<file path="config.mk">
export PLATFORM = sky130hd
export DESIGN_NAME = uart_rx_axi
export DESIGN_NICKNAME = d
export VERILOG_FILES = /design/src/rtl/slurmboy_uart_pkg.sv /design/src/rtl/uart_rx_fifo.sv /design/src/rtl/uart_rx_axi.sv
export SDC_FILE = /design/constraint.sdc
export NUM_CORES = 1
export LEC_CHECK = 0
export ABC_AREA = 1
export CAP_MARGIN = 0
export CORE_MARGIN = 10
export CORE_UTILIZATION = 57
export CTS_CLUSTER_DIAMETER = 60
export CTS_CLUSTER_SIZE = 40
export DETAILED_ROUTE_END_ITERATION = 7
export GPL_ROUTABILITY_DRIVEN = 0
export PLACE_DENSITY_LB_ADDON = 0.25
export SETUP_SLACK_MARGIN = 0.05
export SYNTH_ARGS = -nofsm -noshare
export SYNTH_HDL_FRONTEND = slang
export SYNTH_SLANG_ARGS = --single-unit
</file>
<file path="constraint.sdc">
create_clock -name CLK -period 3.6 [get_ports CLK]
set_input_delay 0.9 -clock CLK [delete_from_list [all_inputs] [get_ports CLK]]
set_output_delay 0.9 -clock CLK [all_outputs]
set_load 0.1 [all_outputs]
</file>
<file path="src/rtl/slurmboy_uart_pkg.sv">
//------------------------------------------------------------------------------
// Module  : slurmboy_uart_pkg
// Purpose : Shared UART register map, STATUS bit indices and RX FSM states.
// Revision: 1.0 - initial release
//------------------------------------------------------------------------------
`default_nettype none

package slurmboy_uart_pkg;

  localparam logic [1:0] UART_REG_DATA   = 2'd0;
  localparam logic [1:0] UART_REG_STATUS = 2'd1;

  localparam int STAT_OVR  = 0;
  localparam int STAT_FERR = 1;
  localparam int STAT_PERR = 2;

  typedef enum logic [2:0] {
    ST_WAIT_IDLE = 3'd0,
    ST_IDLE      = 3'd1,
    ST_START     = 3'd2,
    ST_DATA      = 3'd3,
`ifdef UART_RX_PARITY_EN
    ST_PARITY    = 3'd4,
`endif
    ST_STOP      = 3'd5
  } rx_state_t;

endpackage

`default_nettype wire

</file>
<file path="src/rtl/uart_rx_fifo.sv">
//------------------------------------------------------------------------------
// Module  : uart_rx_fifo
// Purpose : Synchronous FIFO with wrap-bit pointers; a push while full only
//           lands when a pop happens in the same cycle.
// Revision: 1.0 - initial release
//------------------------------------------------------------------------------
`default_nettype none

module uart_rx_fifo #(
  parameter int DEPTH = 16,
  parameter int WIDTH = 8
) (
  input  logic                     clk,
  input  logic                     rst,
  input  logic                     push,
  input  logic [WIDTH-1:0]         push_data,
  input  logic                     pop,
  output logic [WIDTH-1:0]         pop_data,
  output logic                     full,
  output logic                     empty,
  output logic [$clog2(DEPTH):0]   count
);

  localparam int AW = $clog2(DEPTH);

  logic [WIDTH-1:0] r_mem [DEPTH];
  logic [AW:0]      r_wr_ptr;
  logic [AW:0]      r_rd_ptr;
  logic             w_wr_en;
  logic             w_rd_en;

  assign empty    = (r_wr_ptr == r_rd_ptr);
  assign full     = (r_wr_ptr[AW] != r_rd_ptr[AW]) &&
                    (r_wr_ptr[AW-1:0] == r_rd_ptr[AW-1:0]);
  assign count    = r_wr_ptr - r_rd_ptr;
  assign pop_data = r_mem[r_rd_ptr[AW-1:0]];
  assign w_rd_en  = pop & ~empty;
  assign w_wr_en  = push & (~full | w_rd_en);

  always_ff @(posedge clk or posedge rst) begin
    if (rst) begin
      r_wr_ptr <= '0;
      r_rd_ptr <= '0;
    end else begin
      if (w_wr_en) r_wr_ptr <= r_wr_ptr + (AW+1)'(1);
      if (w_rd_en) r_rd_ptr <= r_rd_ptr + (AW+1)'(1);
    end
  end

  always_ff @(posedge clk) begin
    if (w_wr_en) r_mem[r_wr_ptr[AW-1:0]] <= push_data;
  end

endmodule

`default_nettype wire

</file>
<file path="src/rtl/uart_rx_axi.sv">
//------------------------------------------------------------------------------
// Module  : uart_rx_axi
// Purpose : UART receiver (8N1, or 8E1 with UART_RX_PARITY_EN) feeding a FIFO
//           read through an AXI4-lite register interface.
// Revision: 1.0 - initial release
//------------------------------------------------------------------------------
`default_nettype none

module uart_rx_axi #(
  parameter int CLK_FREQ   = 50_000_000,
  parameter int BAUD       = 115_200,
  parameter int FIFO_DEPTH = 16
) (
  input  logic        CLK,
  input  logic        RST,
  input  logic        uart_rx,
  input  logic        s_axi_awvalid,
  output logic        s_axi_awready,
  input  logic [31:0] s_axi_awaddr,
  input  logic        s_axi_wvalid,
  output logic        s_axi_wready,
  input  logic [31:0] s_axi_wdata,
  input  logic [3:0]  s_axi_wstrb,
  output logic        s_axi_bvalid,
  input  logic        s_axi_bready,
  input  logic        s_axi_arvalid,
  output logic        s_axi_arready,
  input  logic [31:0] s_axi_araddr,
  output logic        s_axi_rvalid,
  input  logic        s_axi_rready,
  output logic [31:0] s_axi_rdata,
  output logic        rx_irq
);

  import slurmboy_uart_pkg::*;

  localparam int CLKS_PER_BIT = CLK_FREQ / BAUD;
  localparam int CW           = $clog2(CLKS_PER_BIT + 1);
  localparam int AW           = $clog2(FIFO_DEPTH);
  localparam logic [CW-1:0] c_bit_last  = CW'(CLKS_PER_BIT - 1);
  localparam logic [CW-1:0] c_half_last = CW'(CLKS_PER_BIT / 2 - 1);

  logic r_rx_meta, r_rx_sync;

  always_ff @(posedge CLK or posedge RST) begin
    if (RST) begin
      r_rx_meta <= 1'b1;
      r_rx_sync <= 1'b1;
    end else begin
      r_rx_meta <= uart_rx;
      r_rx_sync <= r_rx_meta;
    end
  end

  rx_state_t     r_state, w_state_next;
  logic [CW-1:0] r_cnt, w_cnt_next;
  logic [2:0]    r_bit_idx, w_bit_idx_next;
  logic [7:0]    r_shift, w_shift_next;
  logic          r_par_bad, w_par_bad_next;
  logic          w_bit_tick, w_push, w_ferr_set, w_perr_set;

  assign w_bit_tick = (r_cnt == c_bit_last);

  always_ff @(posedge CLK or posedge RST) begin
    if (RST) begin
      r_state   <= ST_WAIT_IDLE;
      r_cnt     <= '0;
      r_bit_idx <= '0;
      r_shift   <= '0;
      r_par_bad <= 1'b0;
    end else begin
      r_state   <= w_state_next;
      r_cnt     <= w_cnt_next;
      r_bit_idx <= w_bit_idx_next;
      r_shift   <= w_shift_next;
      r_par_bad <= w_par_bad_next;
    end
  end

  always_comb begin
    w_state_next   = r_state;
    w_cnt_next     = r_cnt + CW'(1);
    w_bit_idx_next = r_bit_idx;
    w_shift_next   = r_shift;
    w_par_bad_next = r_par_bad;
    w_push         = 1'b0;
    w_ferr_set     = 1'b0;
    w_perr_set     = 1'b0;
    case (r_state)
      // A full bit time of idle line is required before trusting a falling edge.
      ST_WAIT_IDLE: begin
        if (!r_rx_sync) begin
          w_cnt_next = '0;
        end else if (w_bit_tick) begin
          w_cnt_next   = '0;
          w_state_next = ST_IDLE;
        end
      end
      ST_IDLE: begin
        w_cnt_next = '0;
        if (!r_rx_sync) w_state_next = ST_START;
      end
      ST_START: begin
        if (r_cnt == c_half_last) begin
          w_cnt_next     = '0;
          w_bit_idx_next = '0;
          w_par_bad_next = 1'b0;
          w_state_next   = r_rx_sync ? ST_IDLE : ST_DATA;
        end
      end
      ST_DATA: begin
        if (w_bit_tick) begin
          w_cnt_next     = '0;
          w_shift_next   = {r_rx_sync, r_shift[7:1]};
          w_bit_idx_next = r_bit_idx + 3'd1;
          if (r_bit_idx == 3'd7) begin
`ifdef UART_RX_PARITY_EN
            w_state_next = ST_PARITY;
`else
            w_state_next = ST_STOP;
`endif
          end
        end
      end
`ifdef UART_RX_PARITY_EN
      ST_PARITY: begin
        if (w_bit_tick) begin
          w_cnt_next     = '0;
          w_par_bad_next = (r_rx_sync != ^r_shift);
          w_state_next   = ST_STOP;
        end
      end
`endif
      ST_STOP: begin
        if (w_bit_tick) begin
          w_cnt_next = '0;
          w_perr_set = r_par_bad;
          if (r_rx_sync) begin
            w_push       = ~r_par_bad;
            w_state_next = ST_IDLE;
          end else begin
            w_ferr_set   = 1'b1;
            w_state_next = ST_WAIT_IDLE;
          end
        end
      end
      default: w_state_next = ST_WAIT_IDLE;
    endcase
  end

  logic        w_full, w_empty, w_pop;
  logic [7:0]  w_pop_data;
  logic [AW:0] w_count;
  logic [8:0]  w_count_ext;

  uart_rx_fifo #(
    .DEPTH (FIFO_DEPTH),
    .WIDTH (8)
  ) u_fifo (
    .clk       (CLK),
    .rst       (RST),
    .push      (w_push),
    .push_data (r_shift),
    .pop       (w_pop),
    .pop_data  (w_pop_data),
    .full      (w_full),
    .empty     (w_empty),
    .count     (w_count)
  );

  assign w_count_ext = 9'(w_count);

  logic        r_rvalid, r_arready, r_bvalid;
  logic [31:0] r_rdata, w_rd_word;
  logic        w_ar_hs, w_aw_hs, w_rvalid_next;
  logic [2:0]  w_clr;
  logic        r_ovr, r_ferr, r_perr;

  assign w_ar_hs       = s_axi_arvalid & r_arready;
  assign w_aw_hs       = s_axi_awvalid & s_axi_wvalid & ~r_bvalid;
  assign w_pop         = w_ar_hs & (s_axi_araddr[3:2] == UART_REG_DATA) & ~w_empty;
  assign w_rvalid_next = w_ar_hs | (r_rvalid & ~s_axi_rready);

  always_comb begin
    w_rd_word = '0;
    case (s_axi_araddr[3:2])
      UART_REG_DATA:   if (!w_empty) w_rd_word = {23'b0, 1'b1, w_pop_data};
      UART_REG_STATUS: w_rd_word = {16'b0, w_count_ext[7:0], 5'b0, r_perr, r_ferr, r_ovr};
      default:         w_rd_word = '0;
    endcase
  end

  always_comb begin
    w_clr = '0;
    if (w_aw_hs && s_axi_awaddr[3:2] == UART_REG_STATUS) w_clr = s_axi_wdata[2:0];
`ifndef UART_RX_PARITY_EN
    w_clr[STAT_PERR] = 1'b0;
`endif
  end

  // Sticky flags: a set in the same cycle as a W1C clear takes priority.
  always_ff @(posedge CLK or posedge RST) begin
    if (RST) begin
      r_ovr  <= 1'b0;
      r_ferr <= 1'b0;
      r_perr <= 1'b0;
    end else begin
      r_ovr  <= (w_push & w_full & ~w_pop) | (r_ovr & ~w_clr[STAT_OVR]);
      r_ferr <= w_ferr_set | (r_ferr & ~w_clr[STAT_FERR]);
      r_perr <= w_perr_set | (r_perr & ~w_clr[STAT_PERR]);
    end
  end

  always_ff @(posedge CLK or posedge RST) begin
    if (RST) begin
      r_rvalid  <= 1'b0;
      r_arready <= 1'b0;
      r_rdata   <= '0;
      r_bvalid  <= 1'b0;
    end else begin
      r_rvalid  <= w_rvalid_next;
      r_arready <= ~w_rvalid_next;
      if (w_ar_hs) r_rdata <= w_rd_word;
      r_bvalid  <= w_aw_hs | (r_bvalid & ~s_axi_bready);
    end
  end

  assign s_axi_arready = r_arready;
  assign s_axi_rvalid  = r_rvalid;
  assign s_axi_rdata   = r_rdata;
  assign s_axi_awready = w_aw_hs;
  assign s_axi_wready  = w_aw_hs;
  assign s_axi_bvalid  = r_bvalid;
  assign rx_irq        = ~w_empty | r_ovr | r_ferr | r_perr;

  logic w_unused;
  assign w_unused = ^{s_axi_awaddr[31:4], s_axi_awaddr[1:0], s_axi_araddr[31:4],
                      s_axi_araddr[1:0], s_axi_wstrb, s_axi_wdata[31:3], w_count_ext[8]};

endmodule

`default_nettype wire

</file>
# Word-level counts from Yosys, hierarchy flattened
# Memory sizes are Yosys's and may differ from the RTL's.
# Cells that the tools add are included.
dict set report word_totals {
  regBits 72
  ramBits 128
  out_inout_bits 38
  wordCells 105
  n_memories 1
}
# memory depth word_bits rd rd_ports_with_merged_regs wr line
set mem_list {}
lappend mem_list {u_fifo.r_mem 16 8 1 0 1 uart_rx_fifo.sv:26} ;# logic [WIDTH-1:0] r_mem [DEPTH];
dict set report classes {
  add_sub_neg 5
  eq_ne 19
  n_mux 28
  n_bitwise 29
  n_reduce_logical 9
}
# op n
set ops {}
lappend ops {{$pmux W32 S2} 1}
lappend ops {{$mux W9} 4}
lappend ops {{$pmux W9 S4} 1}
lappend ops {{$mux W3} 9}
lappend ops {{$pmux W3 S5} 1}
lappend ops {{$ne A2 B2 Y1 const B} 7}
lappend ops {{$and A1 B1 Y1} 13}
lappend ops {{$add A5 B1 Y5 const B} 2}
lappend ops {{$add A9 B1 Y9 const B} 1}
lappend ops {{$eq A9 B8 Y1 const B} 1}
lappend ops {{$eq A9 B9 Y1 const B} 1}
lappend ops {{$mux W1} 9}
lappend ops {{$not A1 Y1} 9}
lappend ops {{$or A1 B1 Y1} 7}
lappend ops {{$reduce_and A7 Y1} 1}
lappend ops {{$eq A3 B2 Y1 const B} 2}
lappend ops {{$eq A3 B3 Y1 const B} 2}
lappend ops {{$pmux W3 S2} 1}
lappend ops {{$eq A5 B5 Y1} 1}
lappend ops {{$sub A5 B5 Y5} 1}
lappend ops {{$eq A2 B1 Y1 const B} 2}
lappend ops {{$eq A4 B4 Y1} 1}
lappend ops {{$mux W2} 2}
lappend ops {{$add A3 B1 Y3 const B} 1}
lappend ops {{9 further kinds} 10}

# Logic depth before layout (Yosys ltp)
dict set report logic_depth {
  depth_word 8
  ltp_mapped 14
  ltp_nobuf 12
}

# Cells and area by module
# From an unflattened synthesis, not the netlist that was laid out.
dict set report unflattened {
  cells_unflattened 928
  area_unflattened_um2 8657.1
}
# module instances cells_per_inst area_per_inst_um2 seq_area_each_um2
set by_module_without_submodules {}
lappend by_module_without_submodules {uart_rx_fifo 1 678 6475.0 4093.9}
lappend by_module_without_submodules {uart_rx_axi 1 250 2182.1 1078.5}

# Worst setup path before layout
# No wires, ideal clock.
dict set report synth_timing {
  path_type {reg-to-output}
  from {register r_bvalid (netlist: s_axi_bvalid)}
  to {output port s_axi_wready}
  arrival_time_ns 2.027
  path_slack_ns 0.673
  path_stages_with_launch 5
  path_cell_list {dfrtp_1 -> inv_1 -> nand3_1 -> inv_1 -> buf_4}
}
dict set report synth_between {
  elab_chain_cells 2
}
# element line
set synth_lines {}
lappend synth_lines {{start, declared} uart_rx_axi.sv:173} ;# logic r_rvalid, r_arready, r_bvalid;
lappend synth_lines {{start signal, assigned} uart_rx_axi.sv:224} ;# r_bvalid <= w_aw_hs | (r_bvalid & ~s_axi_bready);
lappend synth_lines {{$not A1 Y1} uart_rx_axi.sv:180} ;# assign w_aw_hs = s_axi_awvalid & s_axi_wvalid & ~r_bvalid;
lappend synth_lines {{$and A1 B1 Y1} uart_rx_axi.sv:180}
lappend synth_lines {{end, declared} uart_rx_axi.sv:21} ;# output logic s_axi_wready,
# No other way between the ends.

# Worst setup path in the final report
dict set report layout_timing {
  from {register u_fifo.r_rd_ptr[2]}
  to {output port rx_irq}
}
dict set report layout_between {
  elab_chain_cells 4
}
# element line
set layout_lines {}
lappend layout_lines {{start, declared} uart_rx_fifo.sv:28} ;# logic [AW:0] r_rd_ptr;
lappend layout_lines {{start signal, assigned} uart_rx_fifo.sv:46} ;# if (w_rd_en) r_rd_ptr <= r_rd_ptr + (AW+1)'(1);
lappend layout_lines {{$eq A5 B5 Y1} uart_rx_fifo.sv:32} ;# assign empty = (r_wr_ptr == r_rd_ptr);
lappend layout_lines {{$not A1 Y1} uart_rx_axi.sv:234} ;# assign rx_irq = ~w_empty | r_ovr | r_ferr | r_perr;
lappend layout_lines {{$or A1 B1 Y1 (2 in series)} uart_rx_axi.sv:234}
lappend layout_lines {{end, declared} uart_rx_axi.sv:32} ;# output logic rx_irq
# No other way between the ends.

==> qor.csv <==
metric,value,unit
# hold bufs at CTS,0,
TritonRoute pass-1 iters,5,
"Max FO, Critical Path",12,
Routed WL,17.4,mm
Clock power frac,30.4,%
CP Depth,8,
Slew @ Worst Pin,0.758,ns
Skew-Pair Late Insertion Delay,0.43,ns
most frequent cells in the layout,"139 x nand2_1, 128 x edfxtp_1, 105 x nor2_1",
sequential area share after synthesis,64.3,%
initial drt markers,455,
Sw Pwr,2.36,mW
Longest Clk Path Bufs,2,
"commonest non-fill, non-tap cell in the layout",nand2_1,
Worst setup SP type,flop,
DR WL/cell,17.5,µm
Seq cells post-synth,181,
# IOs,146,
WS Path Type,flop to output pin,
first-pass GRT wire length,28.0,mm
VDD IR max,0.346,mV
Placed Cells,962,
Netlist cell types,38,
die area,19300,µm²
initial antenna violation count,0,
worst min path class,flop to flop,
Worst Skew,0.0104,ns
Leak,4.06,nW
Finished Core Util,66.1,%
CP max-delay cell,dfrtp_1,
worst reg2reg path depth,10,
Clock Tree Root,clkbuf_16,
largest net degree at the start of global routing,54,
Post-Synthesis Mean Instance Area,10.7,µm²
core box area,13800,µm²
DR vias,5471,
Slew headroom,49.5,%
highest metal used,met4,
Buf/Inv on CP,3,
synthesis warning total,0,
CTS tree,yes,
Pins Over Slew Limit,0,
top_reg_cell synth,edfxtp_1,
grt ovf,0,
hold path cells,0,
unrepaired setup endpoints after global routing,false,
Final period util,91.9,%
met2 WL,8.79,mm
die width,139,µm
Register Area,5170,µm²
nets,924,
# rows,43,
Sw Ratio,36.7,%
DPL Wire Length,11.2,mm
via/cell ratio,5.50,
DRC violations left,0,
gr usage total,18.2,%
Internal Pwr Total,4.08,mW
Gate power share,32.8,%
Max Clk Rate,302,MHz
H-Tree Depth,4,
diode count,0,
family with the most delay on the worst path,flip-flops,
met3 wire len,1.09,mm
post-route ant nets,0,
Final setup viols,0,
cts repair resizes,0,
CP Data Required Time,2.70,ns
I/O Buffers,32,
starting density of the core,58.2,%
share of layout cells above drive strength 1,11.7,%
"Reg clk slew, reported paths",0.06,ns
Die Span Y,139,µm
Fillers,980,
Power Density,705,nW/µm²
WP data arrival,2.41,ns
Tmin final,3.31,ns
number of synthesized flops with an enable pin,128,
CP most frequent cell,nand2_1,
final cell count without fillers,994,
setup bufs post-CTS,0,
area added between synthesis and finish,13.6,%
CP endpoint kind,output pin,
worst path cell trace,inv_2 -> ha_1 -> nand3_1 -> nor2_1 -> nand2_1 -> inv_1 -> nand2_1 -> buf_12,
Post-Synthesis Cell Area,8040,µm²
Crit path largest cell delay,0.63,ns
multi-input logic area,2320,µm²
status,"complete, no violations",
Total Neg Setup Slack,0,ns
vias in the first global route,5326,
Hold Slack,0.358,ns
Num CTS Buffers,17,
Reg power frac,36.8,%
met1 WL,7.15,mm
Sink Count,181,
Post-synth ARST share,29.3,%
Max-cap violations,0,
synthesized instance count,753,
final hold violations,0,
==> metrics by stage <==
step           total power [mW]  worst slack [ns]  instance area (µm²)
2_1_floorplan              4.00             0.673                 8110
3_3_place_gp               4.45             0.658                 8520
3_5_place_dp               4.49             0.642                 8520
4_1_cts                    6.46             0.281                 9140
5_1_grt                    6.75             0.180                 9140
6_report                   6.44             0.290                 9140
==> sequential cells by signal (all words and copies together), names as in the netlist <==
signal	flops
u_fifo.r_wr_ptr	5
s_axi_rdata	13
r_bit_idx	3
r_shift	8
r_ovr	1
s_axi_arready	1
s_axi_bvalid	1
r_cnt	9
r_ferr	1
r_rx_sync	1
r_state	3
s_axi_rvalid	1
u_fifo.r_rd_ptr	5
r_rx_meta	1
u_fifo.r_mem	128
==> final timing paths <==
| check | start | to | slack (ns) |
|---|---|---|---|
| max reg2reg | u_fifo.r_rd_ptr[2] | u_fifo.r_mem[5][6] | 1.03 |
| min in group asynchronous | RST | s_axi_rdata[11] | 0.96 |
| max | u_fifo.r_rd_ptr[2] | rx_irq | 0.29 |
| min reg2reg | r_rx_meta | r_rx_sync | 0.36 |
| min | r_rx_meta | r_rx_sync | 0.36 |
| max in group asynchronous | RST | u_fifo.r_rd_ptr[0] | 2.16 |
==> cells by family (layout without fill, tap and decap cells) <==
family,count (synthesis),count (layout),share of synthesized area (%)
AOI/OAI and AO/OA,104,104,7.38
and+or+nand+nor,307,307,15.7
DFF,181,181,64.3
muxes,5,5,0.887
xor gates and xnor gates,15,15,1.63
buffers and inverters,125,168,7.65
adders and majority gates,15,15,2.43
other,1,19,0.0466
==> worst register-to-register path: stages (launching register included) <==
cell and delay [ns]:
dfrtp_1 0.63, inv_2 0.21, ha_1 0.42, nand3_1 0.11
nor2_1 0.05, nand3b_1 0.14, nand2_2 0.13, inv_2 0.10
nand2_1 0.14, nor2_1 0.15, buf_4 0.19
==> cell usage after synthesis, types with 2 or more instances <==
cell | count | share of area [%]
dfrtp_1 | 51 | 16
o22ai_1 | 14 | 1.1
nand3_1 | 47 | 2.9
o21a_1 | 2 | 0.19
xor2_1 | 9 | 0.98
buf_4 | 27 | 2.5
nor3_2 | 2 | 0.25
mux2_4 | 4 | 0.75
dfstp_2 | 2 | 0.65
inv_1 | 74 | 3.5
nand2_2 | 4 | 0.31
clkbuf_1 | 8 | 0.37
o21ai_0 | 64 | 4.0
buf_2 | 5 | 0.31
nor3_1 | 3 | 0.19
nor2_1 | 105 | 4.9
a21oi_1 | 5 | 0.31
ha_1 | 14 | 2.2
buf_6 | 5 | 0.70
inv_2 | 4 | 0.19
nor2_2 | 2 | 0.16
nand4_1 | 2 | 0.16
o31ai_1 | 2 | 0.19
edfxtp_1 | 128 | 48
o211ai_1 | 12 | 1.1
nand2_1 | 139 | 6.5
xnor2_1 | 6 | 0.65
nand3b_1 | 3 | 0.28
==> layout make-up <==
type	count	area share [%]
clock inverters	12	2.01
repair buffers	57	5.45
multi-input cells	465	25.4
inverters	79	3.26
clock buffers	20	4.78
flip-flops and latches	181	56.6
well taps	180	2.47
==> per-layer routing <==
layer | GRT usage (%) | vias to the layer above
met5 | 0 | -
met4 | 6.75 | 0
met3 | 4.25 | 37
met2 | 30.0 | 193
met1 | 22.8 | 2668
li1 | - | 2573
==> power groups by stage <==
stage / sequential [mW] / clock [mW] / combinational (mW)
6_report: 2.37 / 1.96 / 2.11
5_1_grt: 2.37 / 2.06 / 2.31
4_1_cts: 2.37 / 1.98 / 2.12
3_5_place_dp: 2.41 / 0 / 2.08
3_3_place_gp: 2.40 / 0 / 2.05
2_1_floorplan: 2.72 / 0 / 1.28
No activity file was read; power rests on OpenSTA's default activity.
